$ cat src/rtl/ung_pkg.sv
// ung_pkg: constants, skip-11 tap rows and checker state shared by the URN generator and checker.
package ung_pkg;
    localparam int URN_WIDTH  = 64;
    localparam int SKIP_CYCLE = 11;
    // Row i selects the bits of v that XOR into new bit i after 11 shifts of x^64+x^63+x^61+x^60+1.
    localparam logic [URN_WIDTH-1:0] TAP_ROWS [SKIP_CYCLE] = '{
        64'h0036_0000_0000_0000,
        64'h006C_0000_0000_0000,
        64'h00D8_0000_0000_0000,
        64'h01B0_0000_0000_0000,
        64'h0360_0000_0000_0000,
        64'h06C0_0000_0000_0000,
        64'h0D80_0000_0000_0000,
        64'h1B00_0000_0000_0000,
        64'h3600_0000_0000_0000,
        64'h6C00_0000_0000_0000,
        64'hD800_0000_0000_0000
    };
    typedef enum logic [1:0] {HUNT, SYNC, LOCKED} chk_state_e;
endpackage

$ cat src/rtl/ung64_step.sv
// ung64_step: combinational skip-11 next-vector function of the 64-bit URN generator.
module ung64_step
    import ung_pkg::*;
(
    input  logic [URN_WIDTH-1:0] v_i,
    output logic [URN_WIDTH-1:0] v_o
);
    always_comb begin
        v_o = {v_i[URN_WIDTH-SKIP_CYCLE-1:0], {SKIP_CYCLE{1'b0}}};
        for (int i = 0; i < SKIP_CYCLE; i++) v_o[i] = ^(v_i & TAP_ROWS[i]);
    end
endmodule

$ cat config.mk
export PLATFORM = sky130hd
export DESIGN_NAME = ung64_step
export DESIGN_NICKNAME = d
export VERILOG_FILES = /design/src/rtl/ung_pkg.sv /design/src/rtl/ung64_step.sv
export SDC_FILE = /design/constraint.sdc
export NUM_CORES = 1
export LEC_CHECK = 0
export BUFFER_PORTS_ARGS = -buffer_cell sky130_fd_sc_hd__clkbuf_2
export CAP_MARGIN = 20
export CORE_ASPECT_RATIO = 0.6
export CORE_UTILIZATION = 26
export DETAILED_ROUTE_END_ITERATION = 10
export PLACE_DENSITY = 0.95
export RECOVER_POWER = 50
export SYNTH_ARGS = -nofsm -noshare
export SYNTH_HDL_FRONTEND = slang
export SYNTH_SLANG_ARGS = --single-unit
$ cat constraint.sdc
create_clock -name vclk -period 0.8
set_input_delay 0 -clock vclk [all_inputs]
set_output_delay 0 -clock vclk [all_outputs]
set_load 0.02 [all_outputs]
==> reports/metrics.csv, run 1 <==
metric;value;unit
Total Wirelength;1.11;mm
initial core utilization;0.285;
LEAKAGE;0.230;nW
Synth cell types;4;
largest net degree at the start of global routing;4;
largest cells by area after synthesis;buf_4, xnor2_1, xor2_1;
unrepaired setup endpoints after global routing;false;
chip width;66.1;µm
seq_cells;0;
critical path class;in2out;
final hold violation count;0;
area leader, netlist;buf_4;
number of nets in the layout;126;
pwr/cell area;1200;nW/µm²
Net Count, Synth;143;
initial antenna violation count;0;
P&R area growth vs syn;-21.5;%
Inserted Diodes;0;
actual slew at the worst max-slew pin;0.213;ns
top cell type's share of synthesized area;0.621;
DIE AREA;2670;µm²
outcome;finished, final reports clean;
Avg Cell Area, Syn;8.11;µm²
Yosys warning total;0;
Max VDD drop;0.000284;V
per-cell routed wire length;12.4;µm
most frequent cells in the layout;clkbuf_2, xnor2_1, xor2_1, buf_4;
final setup fails;0;
core area;2240;µm²
filler instances;249;
height of the die;40.5;µm
Fin Setup TNS;0;ns
final instance area;503;µm²
Final Max Slew Viols;0;
# rows;13;
total number of vias;340;
most common cell after layout, fill and taps aside;clkbuf_2;
min Tclk post-route;0.741;ns
CP Capture Type;output port;
Hold Crit Class;in2out;
register area;0;µm²
I/O pin count;128;
maximum operating frequency;1350;MHz
Setup WS post-layout;0.0595;ns
DP Area;460;µm²
Final period util;0.926;
worst slack at placement;-0.0237;ns
clock buffers;0;
Vias/cell;3.78;
post-route ant nets;0;
Post-Synthesis Cells;79;
remaining global-route overflow;0;
startpoint types;primary input;
sequential share of the synthesized area;0;
1st-iter DRT viols;1;
DR DRC count;0;
gr usage total;0.0770;
largest fanout on the critical path;2;
Max-Cap Viols;0;
Req. time, crit path;0.80;ns
Arrival @ worst endpoint;0.74;ns
first-pass GRT wire length;1.47;mm
share of cells above drive strength 1;0.650;
cts hold-fix bufs;0;
I/O Buffers;30;
Mapped Area;641;µm²
Rel. slew slack;0.858;
vias in the first global route;287;
routability cong.;0.683;
Initial DRT Pass Iterations;4;
power by group:
group	switching [mW]	total [mW]	internal, mW
Combinational	0.342	0.604	0.261
Sequential	0	0	0
Clock	0	0	0
metal layers:
layer  GRT usage  vias to the layer above  routed length (µm)
li1            -                      145                   -
met1      0.0922                      152                 427
met2      0.0740                       41                 449
met3      0.0994                        2                 235
met4      0.0106                        0                   2
met5           0                        -                   0
cell usage after synthesis, drive strengths merged:
library cell   n
xor2          10
xnor2         16
buf           53
final timing paths:
path    start  endpoint  slack, ns  depth (start not counted)
max   v_i[55]    v_o[3]       0.06                          5
min   v_i[12]   v_o[23]   0.000009                          0
kinds of logic after synthesis:
logic type	count (synthesis)	synth area share
XOR/XNOR	26	0.379
buffers and inverters	53	0.621
critical path, stage by stage:
cell and delay (ns):
clkbuf_2 0.12, xor2_1 0.16, buf_4 0.15, xor2_2 0.17
buf_6 0.14
metrics by stage:
step	util	cells	hold slack [ns]	total power, mW
after floorplan	-	79	0.113	0.715
after global placement	0.205	90	0.000137	0.568
after detailed placement	0.205	90	0.000137	0.573
after CTS	0.213	90	0.000137	0.588
after global routing	0.224	90	0.0000293	0.654
final	0.224	90	0.00000882	0.604
layout make-up:
| cell class | count | area [µm²] | area share |
|---|---|---|---|
| Multi-Input combinational cell | 26 | 277 | 0.550 |
| Timing Repair Buffer | 34 | 189 | 0.376 |
| Tap cell | 30 | 37.5 | 0.0746 |
repair_timing:
item / 4_1_cts / 5_1_grt
cloned: 0 / 0
resized for setup: 3 / 10
setup endpoints to repair: 1 / 7
pin swaps: 0 / 0
buffers inserted: 0 / 0
Power figures use the tool's default switching activity.
==> run 2: changes to the inputs <==
- BUFFER_PORTS_ARGS: -buffer_cell sky130_fd_sc_hd__clkbuf_2 -> -buffer_cell sky130_fd_sc_hd__buf_2
==> run 2 against run 1 <==
Die area is the same. Combinational power shrank 6.8%. Cell count shrank 2.2%. First-iteration DRC count grew to 13 times the previous value. Worst setup slack is essentially flat. Critical endpoint is now v_o[4]. Largest cell class unchanged. Largest power group unchanged.
==> reports/metrics.csv, run 2 (synthesized netlist as in run 1, its figures left out) <==
metric;value;unit
most common cell after layout, fill and taps aside;buf_2;
Clk pwr share;0;
I/O pin count;128;
Switching Power;326;µW
Max-Cap Viols;0;
Met1 Wirelength;398;µm
# rows;13;
Final Power;563;µW
Initial DRT Pass Iterations;4;
largest net degree at the start of global routing;4;
share of cells above drive strength 1;0.586;
final hold violation count;0;
non-filler cells, final;88;
final setup fails;0;
P&R area growth vs syn;-28.7;%
maximum operating frequency;1350;MHz
DP Area;445;µm²
routability cong.;0.667;
Post-CTS Setup Bufs;0;
Met2 Routed Length;459;µm
post-route ant nets;0;
pwr/cell area;1230;nW/µm²
largest fanout on the critical path;2;
actual slew at the worst max-slew pin;0.294;ns
startpoint types;primary input;
internal cell power;237;µW
Total Wirelength;1.11;mm
filler instances;258;
final core occ;0.203;
critical path class;in2out;
I/O Buffers;30;
cell total after placement;88;
Max VDD drop;0.000254;V
Arrival @ worst endpoint;0.74;ns
Fin Setup TNS;0;ns
total number of vias;333;
remaining global-route overflow;0;
Final period util;0.925;
Sw Share;0.579;
vias in the first global route;294;
register area;0;µm²
CP Capture Type;output port;
cts hold-fix bufs;0;
DIE AREA;2670;µm²
logic gate share of total power;1.000;
height of the die;40.5;µm
Rel. slew slack;0.803;
first-pass GRT wire length;1.53;mm
highest routed metal layer;met4;
core area;2240;µm²
register share of total power;0;
Inserted Diodes;0;
min Tclk post-route;0.740;ns
DR WL met3;246;µm
Vias/cell;3.78;
clock buffers;0;
final instance area;457;µm²
Final Max Slew Viols;0;
most frequent cells in the layout;buf_2, xnor2_1, xor2_1, buf_4, xor2_2;
number of nets in the layout;124;
initial core utilization;0.285;
unrepaired setup endpoints after global routing;false;
post-DP HPWL;1.03;mm
per-cell routed wire length;12.6;µm
Req. time, crit path;0.80;ns
DR DRC count;0;
1st-iter DRT viols;13;
Hold Crit Class;in2out;
initial antenna violation count;0;
chip width;66.1;µm
gr usage total;0.0799;
outcome;finished, final reports clean;
seq_cells;0;
LEAKAGE;0.210;nW
run 2: changes by cell type in the layout (fill, tap and decap cells not counted):
cell,delta
xor2_1,+3
clkbuf_2,-24
xor2_2,-2
buf_4,-1
xor2_4,-1
buf_2,+23
run 2: layout make-up:
cell class,instances,area [µm²],share of cell area
multi-input combinational,26,243,0.532
tap,30,37.5,0.0822
timing repair buffer,32,176,0.386
run 2: metal layers:
metal,vias up,GRT usage
li1,140,-
met1,148,0.0868
met2,43,0.0944
met3,2,0.0994
met4,0,0.0106
met5,-,0
run 2: worst max-delay path, stage by stage:
cell,delay (ns)
buf_2,0.12
xor2_1,0.28
xor2_1,0.16
buf_2,0.18
run 2: final timing paths:
kind | slack (ns) | cells after the start | to | start
setup / recovery | 0.06 | 4 | v_o[4] | v_i[54]
hold / removal | 0.000009 | 0 | v_o[23] | v_i[12]
run 2: what timing repair did:
| item | CTS | global route |
|---|---|---|
| setup endpoints to repair | 0 | 2 |
| resized for setup | 0 | 3 |
| hold endpoints to repair | 0 | 0 |
run 2: power groups by stage:
stage | clock network (mW) | logic [mW] | registers [mW]
2_1_floorplan | 0 | 0.715 | 0
3_3_place_gp | 0 | 0.556 | 0
3_5_place_dp | 0 | 0.561 | 0
4_1_cts | 0 | 0.562 | 0
5_1_grt | 0 | 0.612 | 0
6_report | 0 | 0.563 | 0
run 2: stage by stage:
stage,hold slack [ns],worst slack [ns]
6_report,0.00000882,0.0599
5_1_grt,0.0000293,0.00584
4_1_cts,0.000137,0.0439
3_5_place_dp,0.000137,0.0439
3_3_place_gp,0.000137,0.0452
2_1_floorplan,0.113,0.192
